## config.mk

```make
export PLATFORM = sky130hd
export DESIGN_NAME = mmv_sram_bridge_flat
export DESIGN_NICKNAME = d
export VERILOG_FILES = /design/src/rtl/mmv_sram_bridge_if.sv /design/src/rtl/mmv_sram_bridge.sv /design/src/flat_wrapper.sv
export SDC_FILE = /design/constraint.sdc
export NUM_CORES = 1
export LEC_CHECK = 0
export CELL_PAD_IN_SITES_DETAIL_PLACEMENT = 2
export CELL_PAD_IN_SITES_GLOBAL_PLACEMENT = 2
export CORE_UTILIZATION = 24
export CTS_CLUSTER_DIAMETER = 60
export DETAILED_ROUTE_END_ITERATION = 7
export PLACE_DENSITY_LB_ADDON = 0.1
export SLEW_MARGIN = 20
export SYNTH_ARGS = -nofsm -noshare
export SYNTH_HDL_FRONTEND = slang
export SYNTH_SLANG_ARGS = --single-unit
```

## constraint.sdc

```tcl
create_clock -name clk -period 4.15 [get_ports clk]
set_clock_uncertainty 0.05 [all_clocks]
set_input_delay 0.83 -clock clk [delete_from_list [all_inputs] [get_ports clk]]
set_output_delay 0.83 -clock clk [all_outputs]
set_load 0.02 [all_outputs]
```

## src/rtl/mmv_sram_bridge_if.sv

```systemverilog
// rtl/mmv_sram_bridge_if.sv - request-side bus between a memory-mapped master and mmv_sram_bridge
interface mmv_sram_bridge_if #(
  parameter int AWIDTH = 8,
  parameter int DWIDTH = 8
);
  logic [AWIDTH-1:0] s_addr;
  logic              s_wreq;
  logic [DWIDTH-1:0] s_wdat;
  logic              s_rreq;
  logic [DWIDTH-1:0] s_rdat;
  logic              s_rval;
  logic              s_busy;

  modport master (output s_addr, s_wreq, s_wdat, s_rreq, input  s_rdat, s_rval, s_busy);
  modport slave  (input  s_addr, s_wreq, s_wdat, s_rreq, output s_rdat, s_rval, s_busy);
endinterface

```

## src/rtl/mmv_sram_bridge.sv

```systemverilog
// rtl/mmv_sram_bridge.sv - memory-mapped request bridge onto a fixed-latency single-port SRAM
// Registers requests onto the RAM port, tracks in-flight reads, inserts turnaround gaps.
module mmv_sram_bridge #(
  parameter int AWIDTH = 8,
  parameter int DWIDTH = 8,
  parameter int RDLAT  = 1,
  parameter int TA     = 1
) (
  input  logic              clk,
  input  logic              reset,
  mmv_sram_bridge_if.slave  bus,
  output logic [AWIDTH-1:0] ram_addr,
  output logic              ram_we,
  output logic [DWIDTH-1:0] ram_wdat,
  output logic              ram_re,
  input  logic [DWIDTH-1:0] ram_rdat
);
  localparam int   TAW    = (TA > 0) ? $clog2(TA + 1) : 1;
  localparam bit   HAS_TA = (TA != 0);
  localparam logic DIR_WR = 1'b0;
  localparam logic DIR_RD = 1'b1;

  logic             last_dir;
  logic [TAW-1:0]   ta_cnt;
  logic [RDLAT:0]   vld_pipe;
  logic             req;
  logic             req_dir;
  logic             dir_change;
  logic             draining;
  logic             busy;
  logic             accept;

  // A write must wait for every outstanding read to return before the bus may flip.
  always_comb begin
    req        = bus.s_wreq | bus.s_rreq;
    req_dir    = bus.s_wreq ? DIR_WR : DIR_RD;
    dir_change = req && (req_dir != last_dir);
    draining   = bus.s_wreq && (vld_pipe != '0);
    busy       = req && ((ta_cnt != '0) || (dir_change && HAS_TA) || draining);
    accept     = req && !busy;
  end

  assign bus.s_busy = busy;

  always_ff @(posedge clk) begin
    if (reset) begin
      last_dir   <= DIR_WR;
      ta_cnt     <= '0;
      vld_pipe   <= '0;
      ram_we     <= 1'b0;
      ram_re     <= 1'b0;
      ram_addr   <= '0;
      ram_wdat   <= '0;
      bus.s_rval <= 1'b0;
      bus.s_rdat <= '0;
    end else begin
      ram_we     <= accept && (req_dir == DIR_WR);
      ram_re     <= accept && (req_dir == DIR_RD);
      vld_pipe   <= {vld_pipe[RDLAT-1:0], accept && (req_dir == DIR_RD)};
      bus.s_rval <= vld_pipe[RDLAT];
      if (vld_pipe[RDLAT]) begin
        bus.s_rdat <= ram_rdat;
      end
      if (accept) begin
        ram_addr <= bus.s_addr;
        last_dir <= req_dir;
        if (req_dir == DIR_WR) begin
          ram_wdat <= bus.s_wdat;
        end
      end
      // The gap is claimed for the new direction up front; accept waits for the count to expire.
      if (ta_cnt != '0) begin
        ta_cnt <= ta_cnt - TAW'(1);
      end else if (HAS_TA && dir_change && !draining) begin
        ta_cnt   <= TAW'(TA);
        last_dir <= req_dir;
      end
    end
  end
endmodule

```

## src/flat_wrapper.sv

```systemverilog
// flat-port wrapper written by rule: the top's interface ports become plain ports
module mmv_sram_bridge_flat 
#(
  parameter int AWIDTH = 8,
  parameter int DWIDTH = 8,
  parameter int RDLAT  = 1,
  parameter int TA     = 1
)
  (clk, reset, ram_addr, ram_we, ram_wdat, ram_re, ram_rdat, bus_s_addr, bus_s_wreq, bus_s_wdat, bus_s_rreq, bus_s_rdat, bus_s_rval, bus_s_busy);
  mmv_sram_bridge_if #(.AWIDTH(AWIDTH), .DWIDTH(DWIDTH)) bus_i ();
  input  logic clk;
  input  logic reset;
  output logic [AWIDTH-1:0] ram_addr;
  output logic ram_we;
  output logic [DWIDTH-1:0] ram_wdat;
  output logic ram_re;
  input  logic [DWIDTH-1:0] ram_rdat;
  input wire logic [$bits(bus_i.s_addr)-1:0] bus_s_addr;
  input wire logic [$bits(bus_i.s_wreq)-1:0] bus_s_wreq;
  input wire logic [$bits(bus_i.s_wdat)-1:0] bus_s_wdat;
  input wire logic [$bits(bus_i.s_rreq)-1:0] bus_s_rreq;
  output wire logic [$bits(bus_i.s_rdat)-1:0] bus_s_rdat;
  output wire logic [$bits(bus_i.s_rval)-1:0] bus_s_rval;
  output wire logic [$bits(bus_i.s_busy)-1:0] bus_s_busy;
  assign bus_i.s_addr = bus_s_addr;
  assign bus_i.s_wreq = bus_s_wreq;
  assign bus_i.s_wdat = bus_s_wdat;
  assign bus_i.s_rreq = bus_s_rreq;
  assign bus_s_rdat = bus_i.s_rdat;
  assign bus_s_rval = bus_i.s_rval;
  assign bus_s_busy = bus_i.s_busy;
  mmv_sram_bridge #(.AWIDTH(AWIDTH), .DWIDTH(DWIDTH), .RDLAT(RDLAT), .TA(TA)) u_core (.clk(clk), .reset(reset), .bus(bus_i), .ram_addr(ram_addr), .ram_we(ram_we), .ram_wdat(ram_wdat), .ram_re(ram_re), .ram_rdat(ram_rdat));
endmodule
```

==> out/qor.csv, run 1 <==
metric,value,unit
run status,"finished, final reports clean",
wire per inst,13.85,um
"Setup Fix Bufs, Post-CTS",0,
Worst Slack Setup Final,0.6231,ns
"reg-to-reg slack, setup",2.19,ns
port bufs,55,
GR Overflow Total,0,
largest net degree at the start of global routing,39,
number of global-route vias before repair,1210,
post_cts resized,0,
DRT antenna net count,0,
RR Startpoint,u_core.vld_pipe[1],
initial antenna violation count,0,
DRT iter0 DRCs,52,
Avg Synthesized Cell Area,9.776,um^2
Clock transition at path regs,0.06,ns
die area,5297,um^2
"Slew Viols, Final",0,
H-tree Lvls,2,
CP Launch Type,input port,
Critical Path End,bus_s_busy,
final setup fails,0,
Crit Path Class,in2out,
worst skew pair latency,0.28,ns
chip width,72.78,um
layout cells sized above 1,0.07263,
vias per cell,4.439,
Leakage Power,0.6855,nW
total power,705.6,uW
Setup TNS,0,ns
Hold WS,0.4316,ns
FF-to-FF path depth,3,
Yosys reg bits,30,
total number of vias,1092,
post-layout util,0.3997,
crit-path max cell delay,0.60,ns
hold buffers post-CTS,0,
"most used cell, CP",clkdlybuf4s50_1,
Final Hold Vio Count,0,
total CTS buffers,5,
first-pass GRT wire length,5485,um
RePlAce Congestion,0.7392,
sequential area share after synthesis,0.4995,
Final #Nets,206,
# rows,25,
Hold Path Class,reg2reg,
total global routing track utilization,0.1405,
Crit Path Max Fanout,9,
r2r endpoint,u_core.ram_addr[3],
power per standard cell area,368.9,nW/um^2
grt met3 use,0.05110,
Worst-Margin Slew,0.6498,ns
Non-Filler Instances,246,
CP Capture Type,output pin,
peak supply drop,176.1,uV
most frequent cells in the layout,"55 x clkdlybuf4s50_1, 30 x dfxtp_1, 16 x nand2b_1, 16 x mux2i_1, 10 x a21oi_1",
worst hold start,u_core.ram_wdat[4],
Gate Count Post-Synth,123,
CTS tree,built,
Ys Warns,0,
Setup WS pre-CTS,0.6129,ns
syn_nets,151,
Main synth FF type,dfxtp_1,
unrepaired setup endpoints after global routing,false,
met2 Use GR,0.2440,
M1 GR Usage,0.1468,
max_cap viols,0,
Placed Area,1803,um^2
"EDFF count, synth",0,
CTS Buffer Depth,2,
Detailed Routing Iterations Pass 1,3,
final WL,3407,um
dpl hpwl,2451,um
Worst Path Arrival,2.65,ns
min Tclk post-route,3.527,ns
Ports,56,
Sink Count,30,
required time of the critical path,3.27,ns
Placed Instances,238,
fmax,283.5,MHz
Post-Syn Area,1202,um^2
"Design Area, Final",1913,um^2
Rel. slew slack,0.5662,
final worst-path cycle share,0.8499,
Remaining DRCs,0,
synth-to-layout area growth,59.10,%
starting density of the core,0.2512,
Most Crowded Layer GR,met2,
antenna cells,0,
asr flop ratio synth,0,
slowest CP cell,clkdlybuf4s50_1,
"most common cell after layout, fill and taps aside",clkdlybuf4s50_1,
unique cell type count in the Yosys netlist,22,
crit path cell chain,clkdlybuf4s50_1 -> nor4b_2 -> buf_4 -> a21oi_1 -> o22a_1 -> clkdlybuf4s50_1,
clock root cell,clkbuf_8,
Die Height,72.78,um
Worst Setup SP,bus_s_wreq,
Core Box Area,4786,um^2
cell usage after synthesis, drive strengths merged (2+ instances only):
master,number,area share
nor2,9,0.028
mux2i,16,0.13
nand3,8,0.033
o21ai,9,0.037
nor3,3,0.012
a21oi,11,0.055
inv,2,0.0062
nand2b,16,0.083
nor2b,3,0.016
dfxtp,30,0.50
clkbuf,6,0.019
buf,3,0.022
cell families (layout without fill, tap and decap cells):
kind of cell / after synthesis / in the layout / share of synthesized area
and+or+nand+nor: 43 / 43 / 0.2092
muxes: 16 / 16 / 0.1332
buffers and inverters: 11 / 67 / 0.04682
AOI/OAI and AO/OA: 23 / 23 / 0.1114
DFF: 30 / 30 / 0.4995
worst min-delay path by stage:
stage / to / slack, ns / cells after the start
after floorplan: u_core.ram_addr[0] / 0.50 / 2
after global placement: u_core.ram_addr[5] / 0.41 / 2
after detailed placement: u_core.ram_addr[4] / 0.43 / 2
after CTS: u_core.ram_wdat[5] / 0.44 / 2
after global routing: u_core.ram_addr[7] / 0.46 / 2
final: u_core.ram_wdat[4] / 0.43 / 2
area by class of cell:
class	count	area, um^2
Multi-Input combinational cell	82	545.5
Tap cell	67	83.83
Inverter	2	7.507
Fill cell	529	2873
Timing Repair Buffer	57	565.5
Sequential cell	30	600.6
Clock buffer	8	110.1
power by group:
part / switching, mW / internal [mW]
Clock: 0.109 / 0.167
Sequential: 0.0106 / 0.302
Combinational: 0.0518 / 0.0651
sequential cells by signal (all words and copies together), names as in the netlist:
signal / count
u_core.bus.s_rval: 1
u_core.vld_pipe: 2
u_core.bus.s_rdat: 8
u_core.ram_we: 1
u_core.ta_cnt: 1
u_core.last_dir: 1
u_core.ram_wdat: 8
u_core.ram_addr: 8
per-layer routing:
metal  vias to the layer above  share of wire
met5                         -              0
met4                         0          0.023
met3                         7          0.075
met2                        35           0.52
met1                       520           0.39
li1                        530              -
worst max-delay path, delay by kind of cell:
kind,cells,cell delay (ns)
AO/OA/AOI/OAI,2,0.30
buffers and inverters,3,1.30
AND/OR/NAND/NOR,1,0.21
(Power assumes the default switching activity.)
==> inputs of run 2 (changes only) <==
--- a/config.mk
+++ b/config.mk
@@ -7,7 +7,7 @@
 export LEC_CHECK = 0
 export CELL_PAD_IN_SITES_DETAIL_PLACEMENT = 2
 export CELL_PAD_IN_SITES_GLOBAL_PLACEMENT = 2
-export CORE_UTILIZATION = 24
+export CORE_UTILIZATION = 20
 export CTS_CLUSTER_DIAMETER = 60
 export DETAILED_ROUTE_END_ITERATION = 7
 export PLACE_DENSITY_LB_ADDON = 0.1
==> constraint.sdc (replaced) <==
create_clock -name clk -period 3.19 [get_ports clk]
set_clock_uncertainty 0.05 [all_clocks]
set_input_delay 0.638 -clock clk [delete_from_list [all_inputs] [get_ports clk]]
set_output_delay 0.638 -clock clk [all_outputs]
set_load 0.02 [all_outputs]
==> run 2 against run 1 <==
Net effect: non-clock buffer count is the same; utilization shrank 6.4 points; die area grew 19%; power grew 21%; clock power grew 7%; largest cell class unchanged; worst hold slack lost 0.0011 ns; worst setup slack lost 0.49 ns; sequential share of layout area grew 0.35 points; sequential power grew 30%; largest power group unchanged; final cell count grew 1.2%; flip-flop and latch count is the same.
==> out/qor.csv, run 2 (synthesized netlist as in run 1, its figures left out) <==
metric,value,unit,change
post_cts resized,0,,unchanged
Hold Path Class,reg2reg,,
Setup TNS,0,ns,unchanged
Remaining DRCs,0,,unchanged
total number of vias,1082,,-0.92%
# rows,27,,+8.0%
GR Overflow Total,0,,unchanged
final setup fails,0,,unchanged
H-tree Lvls,2,,unchanged
antenna cells,0,,unchanged
worst skew pair latency,0.27,ns,about the same
Sink Count,30,,unchanged
Clock transition at path regs,0.06,ns,about the same
required time of the critical path,2.50,ns,-0.77 ns
Multi-input gate area,545.5,um^2,unchanged
crit path cell chain,clkdlybuf4s50_1 -> nor4b_2 -> a21oi_1 -> o22a_1 -> clkdlybuf4s50_1,,
initial antenna violation count,0,,unchanged
synth-to-layout area growth,57.34,%,
clock root cell,clkbuf_8,,
layout cells sized above 1,0.06215,,-0.01048
"most common cell after layout, fill and taps aside",clkdlybuf4s50_1,,
number of global-route vias before repair,1242,,+2.6%
Rel. slew slack,0.4905,,-0.07575
registers with the most flip-flops,"u_core.bus.s_rdat: 8 flops, u_core.ram_addr: 8 flops, u_core.ram_wdat: 8 flops",,
WP buf/inv,2,,-1
min Tclk post-route,3.058,ns,
CP Launch Type,input port,,
CTS Buffer Depth,2,,unchanged
Final #Nets,206,,unchanged
DRT iter0 DRCs,46,,-12%
Leakage Power,0.6711,nW,-2.1%
total CTS buffers,5,,unchanged
first-pass GRT wire length,5685,um,+3.6%
critical path's top delay family,buffers and inverters,,
"most used cell, CP",clkdlybuf4s50_1,,
Die Height,79.54,um,+9.3%
hold buffers post-CTS,0,,unchanged
Worst Path Arrival,2.37,ns,-0.28 ns
most frequent cells in the layout,"55 x clkdlybuf4s50_1, 30 x dfxtp_1, 16 x nand2b_1, 16 x mux2i_1, 10 x a21oi_1",,
RePlAce Congestion,0.7137,,-3.4%
final worst-path cycle share,0.9586,,
Worst-Margin Slew,0.7619,ns,+0.1121 ns
"Slew Viols, Final",0,,unchanged
run status,"finished, final reports clean",,
slowest CP cell,clkdlybuf4s50_1,,
Core Box Area,5642,um^2,+18%
crit-path max cell delay,0.58,ns,-0.02 ns
DRT antenna net count,0,,unchanged
largest net degree at the start of global routing,27,,-31%
max_cap viols,0,,unchanged
power per standard cell area,451.3,nW/um^2,+22%
post-layout util,0.3353,,-0.06441
Crit Path Max Fanout,7,,-2
die area,6326,um^2,+19%
chip width,79.54,um,+9.3%
final WL,3514,um,+3.1%
filler cell count,622,,+18%
Crit Path Class,in2out,,
wire per inst,14.11,um,+1.9%
starting density of the core,0.2131,,-0.03811
CP Capture Type,output pin,,
Ports,56,,unchanged
"Setup Fix Bufs, Post-CTS",0,,unchanged
fmax,327.0,MHz,
CTS tree,built,,
peak supply drop,190.4,uV,+8.1%
Final Hold Vio Count,0,,unchanged
total global routing track utilization,0.1179,,-0.02259
dpl hpwl,2576,um,+5.1%
vias per cell,4.345,,-2.1%
Detailed Routing Iterations Pass 1,2,,-1
unrepaired setup endpoints after global routing,false,,
FF+latch area,600.6,um^2,unchanged
port bufs,55,,unchanged
## run 2: cell count changes in the layout (fill, tap and decap cells not counted)
| cell | delta |
|---|---|
| clkbuf_8 | -2 |
## run 2: final timing paths
kind	startpoint	end	slack, ns	cells past startpoint
worst min register to register	u_core.ram_addr[2]	u_core.ram_addr[2]	0.43	2
worst max register to register	u_core.vld_pipe[1]	u_core.ram_addr[4]	1.23	3
worst min-delay path	u_core.ram_addr[2]	u_core.ram_addr[2]	0.43	2
worst max-delay path	bus_s_wreq	bus_s_busy	0.13	5
## run 2: metrics by stage
step                      power (mW)  std cells  area, um^2  worst slack [ns]  hold WS [ns]
after floorplan               0.4874        123        1202             1.044        0.4960
after global placement        0.5645        243        1809            0.2859        0.4105
after detailed placement      0.5713        243        1809            0.1051        0.4222
after CTS                     0.8756        249        1892            0.1055        0.4365
after global routing          0.8994        249        1892           0.04589        0.4507
final                         0.8538        249        1892            0.1321        0.4305
## run 2: power breakdown
part	switching [mW]	total [mW]	internal, mW
combinational	0.0681	0.153	0.0847
sequential	0.0142	0.407	0.393
clock	0.128	0.294	0.166
total	0.210	0.854	0.644
## run 2: per-layer routing
metal / GRT usage / part of all wire / routed length (um)
met1: 0.1275 / 0.41 / 1445
met2: 0.2103 / 0.50 / 1749
met3: 0.04000 / 0.081 / 283
met4: 0.04364 / 0.0097 / 34
met5: 0 / 0 / 0
## run 2: cell type report
class / count / area share
Sequential cell: 30 / 0.3175
Timing Repair Buffer: 57 / 0.2989
Multi-Input combinational cell: 82 / 0.2884
Tap cell: 72 / 0.04762
Clock buffer: 6 / 0.04365
Inverter: 2 / 0.003968
## run 2: worst register-to-register path: stages, from the launching register on
cell and delay [ns]:
dfxtp_1 0.51, or4b_4 0.71, a21oi_4 0.39, mux2i_1 0.24
==> inputs of run 3 (changes only) <==
--- a/config.mk
+++ b/config.mk
@@ -10,7 +10,8 @@
 export CORE_UTILIZATION = 20
 export CTS_CLUSTER_DIAMETER = 60
 export DETAILED_ROUTE_END_ITERATION = 7
-export PLACE_DENSITY_LB_ADDON = 0.1
+export GPL_ROUTABILITY_DRIVEN = 0
+export PLACE_DENSITY = 0.78
 export SLEW_MARGIN = 20
 export SYNTH_ARGS = -nofsm -noshare
 export SYNTH_HDL_FRONTEND = slang
==> run 3 against run 2 <==
Net effect: non-clock buffer count grew 1; die area did not move; utilization increased by 0.29 points; combinational power about the same; register-to-register slack about the same; via count shrank 0.46%; clock power is 6% higher; fmax up 3.7%; sequential share of layout area fell by 0.27 points.
==> out/qor.csv, run 3 (synthesized netlist as in run 1, its figures left out) <==
metric,value,unit,change
run status,"finished, final reports clean",,
dpl hpwl,2305,um,-11%
registers with the most flip-flops,"u_core.bus.s_rdat: 8 flops, u_core.ram_addr: 8 flops, u_core.ram_wdat: 8 flops",,
DRT iter0 DRCs,21,,-54%
Ports,56,,unchanged
antenna cells,0,,unchanged
post_cts resized,0,,unchanged
required time of the critical path,2.50,ns,about the same
chip width,79.54,um,unchanged
min Tclk post-route,2.950,ns,-0.1084 ns
"Setup Fix Bufs, Post-CTS",0,,unchanged
# rows,27,,unchanged
CTS tree,built,,
"reg-to-reg slack, setup",1.23,ns,about the same
initial antenna violation count,0,,unchanged
clock root cell,clkbuf_8,,
Rel. slew slack,0.5616,,+0.07115
Core Box Area,5642,um^2,unchanged
fmax,339.0,MHz,+3.7%
Clock transition at path regs,0.06,ns,about the same
Crit Path Class,in2out,,
Final #Nets,207,,+0.49%
Worst Path Arrival,2.26,ns,-0.11 ns
CTS Buffer Depth,2,,unchanged
CP Launch Type,input port,,
Worst Slack Setup Final,0.2405,ns,+0.1084 ns
worst hold endpoint,u_core.ram_addr[5],,
Final Hold Vio Count,0,,unchanged
total global routing track utilization,0.1135,,-0.004408
wire per inst,12.71,um,-9.9%
hold buffers post-CTS,0,,unchanged
RR Startpoint,u_core.vld_pipe[1],,
"most common cell after layout, fill and taps aside",clkdlybuf4s50_1,,
power per standard cell area,455.8,nW/um^2,+0.99%
port bufs,55,,unchanged
number of global-route vias before repair,1132,,-8.9%
final WL,3203,um,-8.9%
Remaining DRCs,0,,unchanged
Sink Count,30,,unchanged
worst skew pair latency,0.27,ns,about the same
Hold Path Class,reg2reg,,
Worst-Margin Slew,0.6567,ns,-0.1052 ns
total power,869.7,uW,+1.9%
Leakage Power,0.6815,nW,+1.5%
"Slew Viols, Final",0,,unchanged
r2r endpoint,u_core.ram_addr[1],,
largest net degree at the start of global routing,39,,+44%
starting density of the core,0.2131,,unchanged
Detailed Routing Iterations Pass 1,4,,+2
unrepaired setup endpoints after global routing,false,,
peak supply drop,146.2,uV,-23%
final setup fails,0,,unchanged
most frequent cells in the layout,"55 x clkdlybuf4s50_1, 30 x dfxtp_1, 16 x nand2b_1, 16 x mux2i_1, 10 x a21oi_1",,
first-pass GRT wire length,5464,um,-3.9%
synth-to-layout area growth,58.69,%,
die area,6326,um^2,unchanged
Setup TNS,0,ns,unchanged
Setup WS pre-CTS,0.2262,ns,+0.1211 ns
layout cells sized above 1,0.07222,,+0.01008
max_cap viols,0,,unchanged
Die Height,79.54,um,unchanged
H-tree Lvls,2,,unchanged
GR Overflow Total,0,,unchanged
total number of vias,1077,,-0.46%
Crit Path Max Fanout,7,,unchanged
CP Capture Type,output pin,,
final worst-path cycle share,0.9246,,-0.03397
total CTS buffers,5,,unchanged
DRT antenna net count,0,,unchanged
worst hold start,u_core.ram_addr[5],,
Hold Path Cell Cnt,2,,unchanged
vias per cell,4.274,,-1.6%
FF-to-FF path depth,3,,unchanged
[run 3: cell count changes in the layout (fill, tap and decap cells not counted)]
cell | before | now
clkinv_2 | 0 | 1
clkbuf_1 | 0 | 1
buf_4 | 2 | 3
[run 3: metrics by stage]
step,cells,util,hold slack (ns),cell area [um^2]
final,252,0.3382,0.4284,1908
after global routing,252,0.3382,0.4542,1908
after global placement,244,0.3220,0.4117,1817
after CTS,252,0.3382,0.4357,1908
after detailed placement,244,0.3220,0.4245,1817
after floorplan,123,-,0.4960,1202
[run 3: worst max path at each step]
| stage | startpoint | endpoint | slack (ns) | depth (start not counted) |
|---|---|---|---|---|
| 2_1_floorplan | bus_s_wreq | bus_s_busy | 1.04 | 3 |
| 3_3_place_gp | bus_s_wreq | bus_s_busy | 0.27 | 5 |
| 3_5_place_dp | bus_s_wreq | bus_s_busy | 0.23 | 5 |
| 4_1_cts | bus_s_wreq | bus_s_busy | 0.22 | 5 |
| 5_1_grt | bus_s_wreq | bus_s_busy | 0.17 | 5 |
| 6_report | bus_s_wreq | bus_s_busy | 0.24 | 5 |
[run 3: area by class of cell]
cell class | instances | area [um^2]
Timing Repair Buffer | 58 | 573.1
Inverter | 2 | 7.507
Tap cell | 72 | 90.09
Clock buffer | 7 | 86.33
Multi-Input combinational cell | 82 | 545.5
Clock inverter | 1 | 5.005
Sequential cell | 30 | 600.6
Fill cell | 636 | 3734
[run 3: worst max-delay path: stages]
cell	delay (ns)
clkdlybuf4s50_1	0.57
nor4b_2	0.27
a21oi_1	0.07
o22a_1	0.19
clkdlybuf4s50_1	0.53
[run 3: where the power goes]
group | total (mW) | internal, mW | switching (mW)
clock network | 0.311 | 0.174 | 0.137
registers | 0.404 | 0.393 | 0.0112
logic | 0.155 | 0.0855 | 0.0696
[run 3: per-layer routing]
layer,GRT usage,vias up,wire length (um)
li1,-,530,-
met1,0.1342,507,1488
met2,0.1855,38,1456
met3,0.04800,2,241
met4,0.03273,0,17
met5,0,-,0
